### src/rtl/pipe_stage_reg.sv
`default_nettype none
// ============================================================================
// Module      : pipe_stage_reg
// Description : Handshaked MIPS pipeline stage register with a 2-entry skid
//               buffer, synchronous flush, first-exception-wins exccode merge
//               and saturating Tnew countdown.
//               Optional feature macro: PIPE_STAGE_TNEW_HOLD_EN (held entries
//               keep counting Tnew down while stalled).
// Revision    : 1.0 - initial release
// ============================================================================
module pipe_stage_reg #(
    parameter int          DATA_W   = 96,
    parameter int          TNEW_W   = 3,
    parameter int          EXC_W    = 5,
    parameter logic [31:0] RESET_PC = 32'h0000_3000
) (
    input  logic              clk,
    input  logic              reset,
    input  logic              flush,
    input  logic              in_valid,
    output logic              in_ready,
    input  logic [31:0]       in_pc,
    input  logic [DATA_W-1:0] in_data,
    input  logic              in_grfwe,
    input  logic [TNEW_W-1:0] in_tnew,
    input  logic [EXC_W-1:0]  in_exc_up,
    input  logic [EXC_W-1:0]  in_exc_local,
    input  logic              in_bd,
    output logic              out_valid,
    input  logic              out_ready,
    output logic [31:0]       out_pc,
    output logic [DATA_W-1:0] out_data,
    output logic              out_grfwe,
    output logic [TNEW_W-1:0] out_tnew,
    output logic [EXC_W-1:0]  out_exc,
    output logic              out_bd
);

`ifdef PIPE_STAGE_TNEW_HOLD_EN
    localparam bit TNEW_HOLD = 1'b1;
`else
    localparam bit TNEW_HOLD = 1'b0;
`endif

    localparam logic [TNEW_W-1:0] TNEW_ONE = TNEW_W'(1);

    typedef enum logic [1:0] {
        S_EMPTY = 2'd0,
        S_ONE   = 2'd1,
        S_TWO   = 2'd2
    } state_t;

    state_t state;
    state_t state_next;
    logic   ready_q;

    logic accept;
    logic drain;
    logic load_main_in;
    logic load_main_skid;
    logic load_skid;

    // Captured form of the incoming instruction
    logic [EXC_W-1:0]  cap_exc;
    logic [TNEW_W-1:0] cap_tnew;
    logic              cap_grfwe;

    logic [31:0]       main_pc,    skid_pc;
    logic [DATA_W-1:0] main_data,  skid_data;
    logic              main_grfwe, skid_grfwe;
    logic [TNEW_W-1:0] main_tnew,  skid_tnew;
    logic [EXC_W-1:0]  main_exc,   skid_exc;
    logic              main_bd,    skid_bd;

    function automatic logic [TNEW_W-1:0] sat_dec(input logic [TNEW_W-1:0] v);
        return (v == '0) ? '0 : (v - TNEW_ONE);
    endfunction

    assign out_valid = (state != S_EMPTY);
    assign in_ready  = ready_q;
    assign accept    = in_valid & ready_q;
    assign drain     = out_valid & out_ready;

    // Earliest exception wins; a faulting instruction never writes the GRF
    assign cap_exc   = (in_exc_up != '0) ? in_exc_up : in_exc_local;
    assign cap_tnew  = sat_dec(in_tnew);
    assign cap_grfwe = in_grfwe & (cap_exc == '0);

    // Next state and entry-load decisions; flush beats accept and drain
    always_comb begin
        state_next     = state;
        load_main_in   = 1'b0;
        load_main_skid = 1'b0;
        load_skid      = 1'b0;
        if (flush) begin
            state_next = S_EMPTY;
        end else begin
            case (state)
                S_EMPTY: begin
                    if (accept) begin
                        state_next   = S_ONE;
                        load_main_in = 1'b1;
                    end
                end
                S_ONE: begin
                    if (accept && drain) begin
                        load_main_in = 1'b1;
                    end else if (accept) begin
                        state_next = S_TWO;
                        load_skid  = 1'b1;
                    end else if (drain) begin
                        state_next = S_EMPTY;
                    end
                end
                S_TWO: begin
                    if (drain) begin
                        state_next     = S_ONE;
                        load_main_skid = 1'b1;
                    end
                end
                default: state_next = S_EMPTY;
            endcase
        end
    end

    // State register; in_ready is registered from the next state so it never
    // depends combinationally on out_ready
    always_ff @(posedge clk) begin
        if (reset) begin
            state   <= S_EMPTY;
            ready_q <= 1'b1;
        end else begin
            state   <= state_next;
            ready_q <= (state_next != S_TWO);
        end
    end

    // Main entry: new capture, skid promotion, or hold (optionally aging Tnew)
    always_ff @(posedge clk) begin
        if (reset) begin
            main_pc    <= RESET_PC;
            main_data  <= '0;
            main_grfwe <= 1'b0;
            main_tnew  <= '0;
            main_exc   <= '0;
            main_bd    <= 1'b0;
        end else if (load_main_in) begin
            main_pc    <= in_pc;
            main_data  <= in_data;
            main_grfwe <= cap_grfwe;
            main_tnew  <= cap_tnew;
            main_exc   <= cap_exc;
            main_bd    <= in_bd;
        end else if (load_main_skid) begin
            main_pc    <= skid_pc;
            main_data  <= skid_data;
            main_grfwe <= skid_grfwe;
            main_tnew  <= TNEW_HOLD ? sat_dec(skid_tnew) : skid_tnew;
            main_exc   <= skid_exc;
            main_bd    <= skid_bd;
        end else if (TNEW_HOLD && out_valid && !drain) begin
            main_tnew  <= sat_dec(main_tnew);
        end
    end

    // Skid entry: absorbs the instruction accepted while downstream stalls
    always_ff @(posedge clk) begin
        if (reset) begin
            skid_pc    <= RESET_PC;
            skid_data  <= '0;
            skid_grfwe <= 1'b0;
            skid_tnew  <= '0;
            skid_exc   <= '0;
            skid_bd    <= 1'b0;
        end else if (load_skid) begin
            skid_pc    <= in_pc;
            skid_data  <= in_data;
            skid_grfwe <= cap_grfwe;
            skid_tnew  <= cap_tnew;
            skid_exc   <= cap_exc;
            skid_bd    <= in_bd;
        end else if (TNEW_HOLD && (state == S_TWO) && !drain) begin
            skid_tnew  <= sat_dec(skid_tnew);
        end
    end

    // Bubbles present RESET_PC and zeros
    assign out_pc    = out_valid ? main_pc    : RESET_PC;
    assign out_data  = out_valid ? main_data  : '0;
    assign out_grfwe = out_valid ? main_grfwe : 1'b0;
    assign out_tnew  = out_valid ? main_tnew  : '0;
    assign out_exc   = out_valid ? main_exc   : '0;
    assign out_bd    = out_valid ? main_bd    : 1'b0;

endmodule
`default_nettype wire

### config.mk
export PLATFORM = sky130hd
export DESIGN_NAME = pipe_stage_reg
export DESIGN_NICKNAME = d
export VERILOG_FILES = /design/src/rtl/pipe_stage_reg.sv
export SDC_FILE = /design/constraint.sdc
export NUM_CORES = 1
export LEC_CHECK = 0
export BUFFER_PORTS_ARGS = -buffer_cell sky130_fd_sc_hd__buf_4
export CELL_PAD_IN_SITES_DETAIL_PLACEMENT = 1
export CELL_PAD_IN_SITES_GLOBAL_PLACEMENT = 1
export CORE_MARGIN = 3
export CORE_UTILIZATION = 38
export DETAILED_ROUTE_END_ITERATION = 10
export PLACE_DENSITY = 0.88
export SLEW_MARGIN = 20
export SYNTH_ARGS = -nofsm -noshare
export SYNTH_HDL_FRONTEND = slang
export SYNTH_SLANG_ARGS = --single-unit
### constraint.sdc
create_clock -name clk -period 2.55 [get_ports clk]
set_clock_uncertainty 0.15 [all_clocks]
set_input_delay 0.51 -clock clk [delete_from_list [all_inputs] [get_ports clk]]
set_output_delay 0.51 -clock clk [all_outputs]
set_load 0.005 [all_outputs]
* Word level (Yosys, flattened, before mapping) *
Index checks and enable logic that the tools add are counted.
W data, S select, Z words.

word-level totals
  word-level logic and storage cells = 65
  input port bits = 148
  output and inout port bits = 140
  bits in registers = 279

operators by class
  bitwise operators = 3
  mux-type cells = 37
  eq/ne operators = 3
  reductions and logical operators = 7
  add/sub/neg operators = 1

operators by type and width
  operator               count
  $mux W96               3
  $mux W32               3
  $mux W5                4
  $mux W1                15
  $mux W2                6
  $mux W3                4
  $pmux W2 S3            1
  $logic_not A5 Y1       1
  $reduce_bool A5 Y1     1
  $reduce_bool A2 Y1     2
  $and A1 B1 Y1          3
  $logic_not A3 Y1       1
  $sub A3 B1 Y3 const B  1
  $eq A2 B1 Y1 const B   1
  $eq A2 B2 Y1 const B   1
  $logic_not A2 Y1       1
  $ne A2 B2 Y1 const B   1
  $pmux W1 S2            1
  $logic_and A1 B1 Y1    1

* Logic depth before layout (Yosys ltp) *
Gate-level depths: netlist (run 1).

  word-level depth = 8
  gate-level depth with buffers = 7

* Least setup slack after synthesis (run 1) *
No wires, ideal clock.

  path type = in2reg
  start = in in_valid
  end = reg skid_data[47]
  setup slack = 0.567 ns
  path buffers = 3
  stages = 7
  arrival time = 1.701 ns
  cell sequence = nand2_1 or4b_1 clkbuf_1 buf_6 buf_2 nand2_1 a21oi_1

on the way
  longest elaborated chain between the ends = 5
  elaborated cells between the ends (all ways) = 6

ends and longest elaborated chain
  item                                                   RTL line  source
  start: declaration                                     20        input logic in_valid,
  $and A1 B1 Y1 *                                        81        assign accept = in_valid & ready_q;
  $mux W1 / $logic_and A1 B1 Y1 (equally long branches)  108, 106
  $mux W1 *                                              106       if (accept && drain) begin
  $mux W1 *                                              98        case (state)
  $mux W1 *                                              95        if (flush) begin
  end signal: assignment                                 177       skid_data <= in_data;
  end: declaration                                       69        logic [DATA_W-1:0] main_data, skid_data;

Every way passes the cells marked *; elsewhere a longest branch is shown, timed or not.
A chain may end at the register's enable or synchronous reset.

* Final worst setup path (run 1) *
  start = reg state[1]
  end = out out_pc[3]

on the way
  longest elaborated chain between the ends = 2

ends and longest elaborated chain
  item                      RTL line  source
  start: declaration        53        state_t state;
  start signal: assignment  133       state <= state_next;
  $reduce_bool A2 Y1        79        assign out_valid = (state != S_EMPTY);
  $mux W32                  188       assign out_pc = out_valid ? main_pc : RESET_PC;
  end: declaration          31        output logic [31:0] out_pc,

No other way between the ends.

==> summary.md, run 1 <==
| Metric | Value |
|---|---|
| Vias | `11970` |
| Endpoint, Worst Hold | `skid_pc[13]` |
| Area leader, netlist | `dfxtp_1` |
| Tot Pwr | `10.07 mW` |
| Syn Inst Count | `between 1500 and 2000` |
| Skew-Pair Late Insertion Delay | `550 ps` |
| R2R cell count | `7` |
| Layout cells sized above 1 | `21.79%` |
| # hold bufs at CTS | `0` |
| Total track usage | `23.83%` |
| Gpl congestion | `roughly 0.76` |
| Leakage | `6.119 nW` |
| Post-synthesis cell type count | `35` |
| Status | `finished clean` |
| Initial antenna violation count | `1` |
| Max_slew headroom | `between 50% and 60%` |
| CP arrival | `1840 ps` |
| H-tree depth | `1` |
| Top post-synthesis cells by area | `dfxtp_1 47%, nand2_1 13%, a21oi_1 11%` |
| Wirelength per Cell | `between 15 and 20 µm` |
| Clock buffer depth | `3` |
| Highest clock rate | `around 400 MHz` |
| Reg2reg start | `in_ready` |
| Hold path cells | `3` |
| Pwr/cell area | `647.3 nW/µm²` |
| Post-synth EDFFs | `0` |
| DRT iter0 DRCs | `559` |
| First-pass iteration count of the detailed router | `4` |
| Syn nets | `1702` |
| CTS tree | `done` |
| Total Nets Final | `1921` |
| Setup TNS | `0 ps` |
| Max-slew violation count | `0` |
| Synthesized area per cell | `7.597 µm²` |
| Die area | `33180 µm²` |
| Top_reg_cell synth | `dfxtp_1` |
| Crit path required time | `1890 ps` |
| Final Routed Wirelength | `41820 µm` |
| Startpoint type of the worst setup path | `register` |
| Crit path kind | `reg -> out` |
| # Max-Cap Violations | `0` |
| Die Y | `between 150 and 200 µm` |
| Largest net degree at the start of global routing | `133` |
| Worst slew pin tran | `667.8 ps` |
| RR Endpoint | `main_data[62]` |
| Fraction of registers with async set/reset | `0%` |
| Ant. Diodes | `0` |
| Area growth, synth to finish | `31.94%` |
| Row count | `63` |
| R2R Setup Slk | `410 ps` |
| Crit path time final | `~2500 ps` |
| Clk sinks | `279` |
| Worst Setup End Kind | `primary output` |
| Synth top area share | `around 47%` |
| Core area | `30110 µm²` |
| Antenna violation net count after detailed routing | `0` |
| First-pass GRT wire length | `65630 µm` |
| Yosys warns | `0` |
| Grt total ovfl | `0` |
| Vias in the first global route | `around 12000` |
| Count leader, synth | `nand2_1` |
| CP Max Fanout | `42` |
| CTS buffer count | `31` |
| IO Count | `288` |
| Final Hold Vio Count | `0` |
| Final Non-Filler Cells | `2184` |
| Die span in x | `around 180 µm` |
| CTS root buffer | `clkbuf_16` |
| Hold Crit Class | `in -> reg` |
| DRC | `0` |
| Synthesized area | `between 10000 and 15000 µm²` |
| PortBufs | `between 200 and 300` |
| Clk slew on worst S/H paths | `~60 ps` |
| Sequential area share after synthesis | `47.37%` |
| Post-DP HPWL | `27190 µm` |
| Initial Util | `between 30 and 40%` |
| RSZ-0062 raised after global routing | `no` |
| Post-synth top cells | `405 x nand2_1, 279 x dfxtp_1, 260 x a21oi_1` |
| Peak supply drop | `~0.00052 V` |
| Hold Crit Start | `in_pc[13]` |
| Crit share post-route | `98.04%` |
| Placed cell count | `2127` |
| Vias per cell | `5.481` |
| Synth Register Bits | `279` |
| Setup-failing EPs final | `0` |
## through the flow
step	utilization [%]	setup WS, ps	area [µm²]	hold WS (ps)
final	51.67	49.94	15560	45.71
after global routing	51.67	1.982	15560	24.43
after CTS	51.55	21.58	15520	16.45
after detailed placement	48.10	204.1	14480	297.0
after global placement	48.10	310.1	14480	288.6
after floorplan	-	567.1	11790	278.9
## layout make-up
type	instances	area, µm²
Tap cell	390	488.0
Sequential cell	279	5590
Timing Repair Buffer	325	2771
Multi-Input combinational cell	1128	5659
Fill cell	3663	14550
Clock inverter	9	80.08
Inverter	6	22.52
Clock buffer	47	945.9
## layer usage
layer	part of all wire (%)	track usage, %
met5	0.031	0
met3	5.1	3.468
met2	50	42.32
met4	4.3	9.902
met1	40	28.83
## state kept, by name, indices dropped and copies added, names as in the netlist, 2 cells and up
signal     count
skid_tnew      3
main_tnew      3
skid_pc       32
main_exc       5
main_pc       32
skid_exc       5
main_data     96
skid_data     96
state          2
## cells by family (layout without fill, tap and decap cells)
family	after synthesis	count (layout)	share of synthesized area (%)
and+or+nand+nor	715	715	26.60
AOI/OAI and AO/OA	409	409	20.54
buffers and inverters	145	387	5.104
muxes	2	2	0.1698
DFF	279	279	47.37
adders and majority gates	2	2	0.2122
## what timing repair did
item                       in CTS  in global routing
gates resized for setup         4                  4
setup endpoints to repair     139                 13
gates cloned                    0                  1
setup buffers                   0                  0
## critical path, stage by stage, from the launching register on
cell and delay (ps):
dfxtp_4 400, or2_4 310, buf_16 200, and2_1 220, buf_4 140
## worst max path at each step
stage	from	end	slack [ps]	cells past startpoint
5_1_grt	state[1]	out_pc[3]	2	4
3_5_place_dp	in_valid	main_pc[18]	200	8
6_report	state[1]	out_pc[3]	50	4
3_3_place_gp	out_ready	main_data[26]	310	6
2_1_floorplan	in_valid	skid_data[47]	570	7
4_1_cts	state[1]	out_pc[3]	20	4
## placed cells by master, fill, tap and decap left out, types with 2 or more instances in the layout
cell type / count
a31oi_1: 4
nor2_1: 140
nand3b_1: 2
inv_1: 6
nor4_1: 4
buf_12: 23
nand2_1: 405
clkbuf_8: 12
buf_4: 299
clkbuf_1: 5
mux2i_1: 2
nand3_1: 3
a221oi_1: 2
clkbuf_16: 32
nor3_1: 6
and2_4: 4
and2_1: 133
a21oi_1: 260
ha_1: 2
nand2b_1: 2
a211oi_1: 137
and3_1: 5
dfxtp_1: 277
a2111oi_0: 2
clkinv_2: 5
## power breakdown
group | switching [mW] | internal (mW)
Clock | 1.80 | 2.64
Sequential | 0.101 | 4.54
Combinational | 0.537 | 0.451
No activity file was read; power rests on OpenSTA's default activity.
==> inputs of run 2 (changes only) <==
==> config.mk (replaced) <==
export PLATFORM = sky130hd
export DESIGN_NAME = pipe_stage_reg
export DESIGN_NICKNAME = d
export VERILOG_FILES = /design/src/rtl/pipe_stage_reg.sv
export SDC_FILE = /design/constraint.sdc
export NUM_CORES = 1
export LEC_CHECK = 0
export ABC_AREA = 1
export BUFFER_PORTS_ARGS = -buffer_cell sky130_fd_sc_hd__buf_4
export CELL_PAD_IN_SITES_DETAIL_PLACEMENT = 1
export CELL_PAD_IN_SITES_GLOBAL_PLACEMENT = 1
export CORE_MARGIN = 3
export CORE_UTILIZATION = 23
export DETAILED_ROUTE_END_ITERATION = 10
export PLACE_DENSITY = 0.62
export SLEW_MARGIN = 0
export SYNTH_ARGS = -nofsm -noshare
export SYNTH_HDL_FRONTEND = slang
export SYNTH_SLANG_ARGS = --single-unit
==> run 2 against run 1 <==
Synthesized area shrank 1.1%. Via count fell by 3.2%. Utilization shrank 20 points. Global-route usage shrank 8.0 points.
==> summary.md, run 2 <==
| Metric | Value |
|---|---|
| Clk sinks | `about 280` |
| Antenna violation net count after detailed routing | `0` |
| Post-synth EDFFs | `0` |
| Count leader, synth | `nand2_1` |
| CP arrival | `approximately 1800 ps` |
| Final Routed Wirelength | `approximately 43000 µm` |
| Core area | `49560 µm²` |
| Crit share post-route | `96.58%` |
| Leakage | `5.848 nW` |
| Fillcell total | `6069` |
| Multi-input gate area | `slightly below 5000 µm²` |
| Die Y | `between 200 and 250 µm` |
| Grt total ovfl | `0` |
| CP Max Fanout | `15` |
| Total Nets Final | `2070` |
| Synthesized area per cell | `between 6 and 7 µm²` |
| Initial antenna violation count | `2` |
| Most frequent cells in the layout | `661 x nand2_1, 291 x buf_4, 278 x dfxtp_1` |
| RSZ-0062 raised after global routing | `no` |
| Fraction of registers with async set/reset | `0%` |
| Final core occ | `31.61%` |
| Setup WS post-layout | `87.13 ps` |
| Critical path origin | `state[0]` |
| Die span in x | `about 230 µm` |
| CP endpoint | `out_pc[13]` |
| Row count | `81` |
| R2R Setup Slk | `470 ps` |
| Post-DP HPWL | `26600 µm` |
| Initial Util | `23.54%` |
| Crit path time final | `2463 ps` |
| IO Count | `288` |
| Clock buffer depth | `3` |
| Top_reg_cell synth | `dfxtp_1` |
| Crit path kind | `reg -> out` |
| First-pass iteration count of the detailed router | `4` |
| Layout cells sized above 1 | `19.51%` |
| Vias | `between 10000 and 15000` |
| Die area | `53470 µm²` |
| Gpl congestion | `0.7403` |
| PortBufs | `287` |
| Wirelength per Cell | `16.58 µm` |
| Largest regs | `main_data x96, skid_data x96` |
| Commonest non-fill, non-tap cell in the layout | `nand2_1` |
| Vias per cell | `about 4.4` |
| R2R cell count | `7` |
| First-pass GRT wire length | `67730 µm` |
| Final Hold Vio Count | `0` |
| Pwr/cell area | `671.2 nW/µm²` |
| CTS root buffer | `clkbuf_16` |
| Max_slew headroom | `38.99%` |
| Syn nets | `1839` |
| Sequential area share after synthesis | `47.87%` |
| Crit path required time | `approximately 1900 ps` |
| Post-synthesis cell type count | `25` |
| DRT iter0 DRCs | `505` |
| Worst slack, placed | `around 250 ps` |
| Reg2reg start | `in_ready` |
| # hold bufs at CTS | `0` |
| FF+latch area | `about 5600 µm²` |
| Post-synth top cells | `661 x nand2_1, 279 x dfxtp_1, 160 x inv_1` |
| Startpoint type of the worst setup path | `register` |
| H-tree depth | `2` |
| Total track usage | `15.87%` |
| Clk slew on worst S/H paths | `60 ps` |
| Max-slew violation count | `0` |
| Area leader, netlist | `dfxtp_1` |
| CTS buffer count | `36` |
| Synthesized area | `about 12000 µm²` |
| Skew-Pair Late Insertion Delay | `around 550 ps` |
| Hold Crit Class | `in -> reg` |
| Status | `finished clean` |
| RR Endpoint | `main_data[41]` |
| Synth Register Bits | `~280` |
| CTS tree | `done` |
| Peak supply drop | `0.0003414 V` |
| Setup-failing EPs final | `0` |
| Area growth, synth to finish | `34.28%` |
| Largest net degree at the start of global routing | `between 150 and 200` |
| Setup TNS | `0 ps` |
| DRC | `0` |
| Syn Inst Count | `between 1500 and 2000` |
| Hold Crit Start | `reset` |
| Vias in the first global route | `12060` |
| Yosys warns | `0` |
| Synth top area share | `47.87%` |
| Top post-synthesis cells by area | `dfxtp_1 48%, nand2_1 21%, a31oi_1 7.0%` |
| Highest clock rate | `between 400 and 500 MHz` |
| Worst slew pin tran | `between 900 and 1000 ps` |
| Worst Setup End Kind | `primary output` |
| # Max-Cap Violations | `0` |
-- run 2: how the worst min path moves through the flow --
stage                                to  slack (ps)  cells past startpoint
after global placement    skid_data[25]         300                      2
after floorplan             main_pc[12]         290                      2
after detailed placement  skid_data[23]         310                      2
final                     main_data[26]          70                      2
after CTS                 main_data[25]          30                      2
after global routing      main_data[25]          40                      2
-- run 2: cells by family (layout without fill, tap and decap cells) --
logic type | count (synthesis) | after routing | share of synthesized area (%)
AOI/OAI and AO/OA | 298 | 298 | 14.47
adders and majority gates | 2 | 2 | 0.2144
buffers and inverters | 283 | 537 | 10.49
DFF | 279 | 279 | 47.87
and+or+nand+nor | 827 | 827 | 26.96
other | 0 | 2 | 0
-- run 2: layout make-up --
cell class / count / share of cell area, %
Multi-Input combinational cell: 1127 / 31.09
Clock buffer: 50 / 6.604
Timing Repair Buffer: 311 / 16.70
Tap cell: 664 / 5.303
Sequential cell: 279 / 35.66
Clock inverter: 11 / 0.6149
Antenna cell: 2 / 0.03194
Inverter: 165 / 4.001
-- run 2: report_power, final --
group	switching [mW]	internal, mW	total [mW]
Clock	2.00	2.93	4.93
Sequential	0.0737	4.50	4.58
Combinational	0.579	0.427	1.01
-- run 2: per-stage QoR --
step | cell area, µm² | hold WS (ps) | std cells | total power [mW]
3_3_place_gp | 14410 | 301.5 | 2541 | 5.623
2_1_floorplan | 11670 | 288.5 | 1689 | 5.142
3_5_place_dp | 14410 | 305.8 | 2541 | 5.642
6_report | 15670 | 69.17 | 2609 | 10.52
4_1_cts | 15660 | 30.65 | 2607 | 10.74
5_1_grt | 15670 | 41.04 | 2608 | 11.04
-- run 2: repair_timing --
| action | 4_1_cts | 5_1_grt |
|---|---|---|
| endpoints found under the hold margin | 0 | 0 |
| resized for setup | 1 | 0 |
| setup buffers | 2 | 0 |
| setup endpoints to repair | 14 | 0 |
-- run 2: worst max-delay path, stage by stage (launching register included) --
cell and delay (ps):
dfxtp_1 420, nor2_4 60, buf_12 140, buf_12 150, or2_2 320, buf_4 150
-- run 2: layer usage --
metal / GRT usage, % / share of wire (%) / vias to the layer above
met1: 19.08 / 44 / 5586
li1: - / - / 5762
met3: 3.749 / 4.8 / 55
met2: 28.23 / 50 / 179
met4: 4.416 / 2.0 / 2
met5: 0 / 0.028 / -
==> inputs of run 3 (changes only) <==
--- a/config.mk
+++ b/config.mk
@@ -8,11 +8,11 @@
 export ABC_AREA = 1
 export BUFFER_PORTS_ARGS = -buffer_cell sky130_fd_sc_hd__buf_4
 export CELL_PAD_IN_SITES_DETAIL_PLACEMENT = 1
-export CELL_PAD_IN_SITES_GLOBAL_PLACEMENT = 1
+export CELL_PAD_IN_SITES_GLOBAL_PLACEMENT = 2
 export CORE_MARGIN = 3
 export CORE_UTILIZATION = 23
 export DETAILED_ROUTE_END_ITERATION = 10
-export PLACE_DENSITY = 0.62
+export PLACE_DENSITY = 0.75
 export SLEW_MARGIN = 0
 export SYNTH_ARGS = -nofsm -noshare
 export SYNTH_HDL_FRONTEND = slang
==> run 3 against run 2 <==
Routed wire length fell by 0.58%. Largest power group unchanged. Highest routed layer is now met4. Largest cell class unchanged. Non-clock buffer count fell by 2. Final cell count fell by 0.15%. Global-route usage fell by 0.12 points. Critical endpoint is now out_pc[12]. Register-to-register slack improved by 30 ps. Maximum frequency rose by 0.77%. Critical path type unchanged. Total power barely moved.
==> summary.md, run 3 (synthesis gave the netlist of run 2 again) <==
| Metric | Value |
|---|---|
| Core area | `49560 µm²` |
| CTS tree | `done` |
| Layout cells sized above 1 | `19.38%` |
| Grt total ovfl | `0` |
| Clock group share of total power | `47.5%` |
| Final Hold Vio Count | `0` |
| Max-slew violation count | `0` |
| First-pass GRT wire length | `67570 µm` |
| CTS root buffer | `clkbuf_16` |
| Die span in x | `231.2 µm` |
| # Max-Cap Violations | `0` |
| Buffer count from post-CTS setup fixing | `0` |
| Most frequent cells in the layout | `661 x nand2_1, 295 x buf_4, 278 x dfxtp_1` |
| Vias per cell | `4.448` |
| Vias | `11590` |
| Slowest stage cell, crit path | `dfxtp_1` |
| Worst hold slack | `just over 70 ps` |
| Max_slew headroom | `55.27%` |
| P_sw | `roughly 2.6 mW` |
| Fin area | `15540 µm²` |
| Worst slew pin tran | `670.9 ps` |
| Hold Crit Class | `in -> reg` |
| Placed Area | `about 14000 µm²` |
| Vias in the first global route | `approximately 12000` |
| Critical path depth | `4` |
| P_int | `7.927 mW` |
| RSZ-0062 raised after global routing | `no` |
| Peak supply drop | `0.0003234 V` |
| Final Routed Wirelength | `43010 µm` |
| Skew-Pair Late Insertion Delay | `520 ps` |
| Fillcell total | `6081` |
| FF+latch area | `5587 µm²` |
| Initial Util | `23.54%` |
| Total Nets Final | `2067` |
| First-pass iteration count of the detailed router | `4` |
| Wirelength per Cell | `16.51 µm` |
| CP peak stage delay | `420 ps` |
| Setup-failing EPs final | `0` |
| Final core occ | `a little under a third` |
| DRC | `0` |
| CP arrival | `1780 ps` |
| CP Max Fanout | `65` |
| Hold path cells | `3` |
| H-tree depth | `2` |
| Share of power burned in registers | `43.5%` |
| Switching share of power | `24.62%` |
| Largest regs | `main_data x96, skid_data x96` |
| Logic pwr share | `9.0%` |
| DRT iter0 DRCs | `509` |
| Largest net degree at the start of global routing | `121` |
| Die area | `53470 µm²` |
| Tot Pwr | `10.52 mW` |
| CP Buf/Inv Count | `2` |
| R2R cell count | `7` |
| Highest clock rate | `409.1 MHz` |
| CTS buffer count | `35` |
| Critical path's top delay family | `simple AND/OR/NAND/NOR gates` |
| Post-DP HPWL | `27240 µm` |
| Clk slew on worst S/H paths | `60 ps` |
| Gpl congestion | `0.7193` |
| Setup TNS | `0 ps` |
| Area growth, synth to finish | `33.20%` |
| # hold bufs at CTS | `0` |
| Crit path required time | `1890 ps` |
| Clk sinks | `279` |
| Commonest non-fill, non-tap cell in the layout | `nand2_1` |
| Row count | `81` |
| Worst Setup End Kind | `primary output` |
| Clock buffer depth | `3` |
| IO Count | `288` |
| Leakage | `~5.8 nW` |
| Crit share post-route | `95.85%` |
| R2R Setup Slk | `approximately 500 ps` |
| Pwr/cell area | `~680 nW/µm²` |
| Startpoint type of the worst setup path | `register` |
| PortBufs | `between 200 and 300` |
| Crit path time final | `2444 ps` |
| Crit path kind | `reg -> out` |
| Multi-input gate area | `4871 µm²` |
| Total track usage | `15.75%` |
| Initial antenna violation count | `0` |
| Antenna violation net count after detailed routing | `0` |
| Status | `finished clean` |
| Cells along the critical path | `nor2_4 -> buf_12 -> or2_2 -> buf_4` |
| Die Y | `~230 µm` |
## run 3: power by group through the flow
stage                     combinational (mW)  clock [mW]  sequential (mW)
after global placement                 0.951           0             4.67
after floorplan                        0.493           0             4.65
after CTS                              0.973        5.18             4.58
after detailed placement               0.968           0             4.67
after global routing                    1.06        5.36             4.59
final                                  0.947        4.99             4.58
## run 3: final cells by class
type	count	share of cell area [%]
sequential	279	35.95
clock inverter	9	0.6119
timing repair buffer	309	15.96
multi-input combinational	1127	31.34
clock buffer	51	6.747
tap	664	5.346
inverter	165	4.033
antenna	1	0.01610
## run 3: path summary, 6_finish.rpt
kind / from / end
max reg2reg: in_ready / main_data[52]
min reg2reg: skid_pc[11] / skid_pc[11]
min: in_pc[13] / skid_pc[13]
max: state[0] / out_pc[12]
## run 3: routing by layer
metal | vias up | GRT usage (%) | wire length, µm | part of all wire [%]
li1 | 5748 | - | - | -
met1 | 5607 | 19.77 | 19390 | 45
met2 | 190 | 27.43 | 20990 | 49
met3 | 43 | 2.999 | 1834 | 4.3
met4 | 0 | 4.552 | 798 | 1.9
met5 | - | 0 | 0 | 0
## run 3: what timing repair did
action | 4_1_cts | 5_1_grt
setup endpoints to repair | 14 | 2
hold endpoints to repair | 0 | 0
pin swaps | 0 | 0
gates resized for setup | 1 | 1
## run 3: worst min-delay path, stage by stage
cell,delay (ps)
buf_4,90
a21oi_1,50
o21ai_0,60
## run 3: per-stage QoR
step	setup slack, ps	std cells
finish	105.9	2605
CTS	36.87	2604
floorplan	716.8	1689
global route	12.86	2604
detailed placement	284.3	2544
global placement	382.9	2544
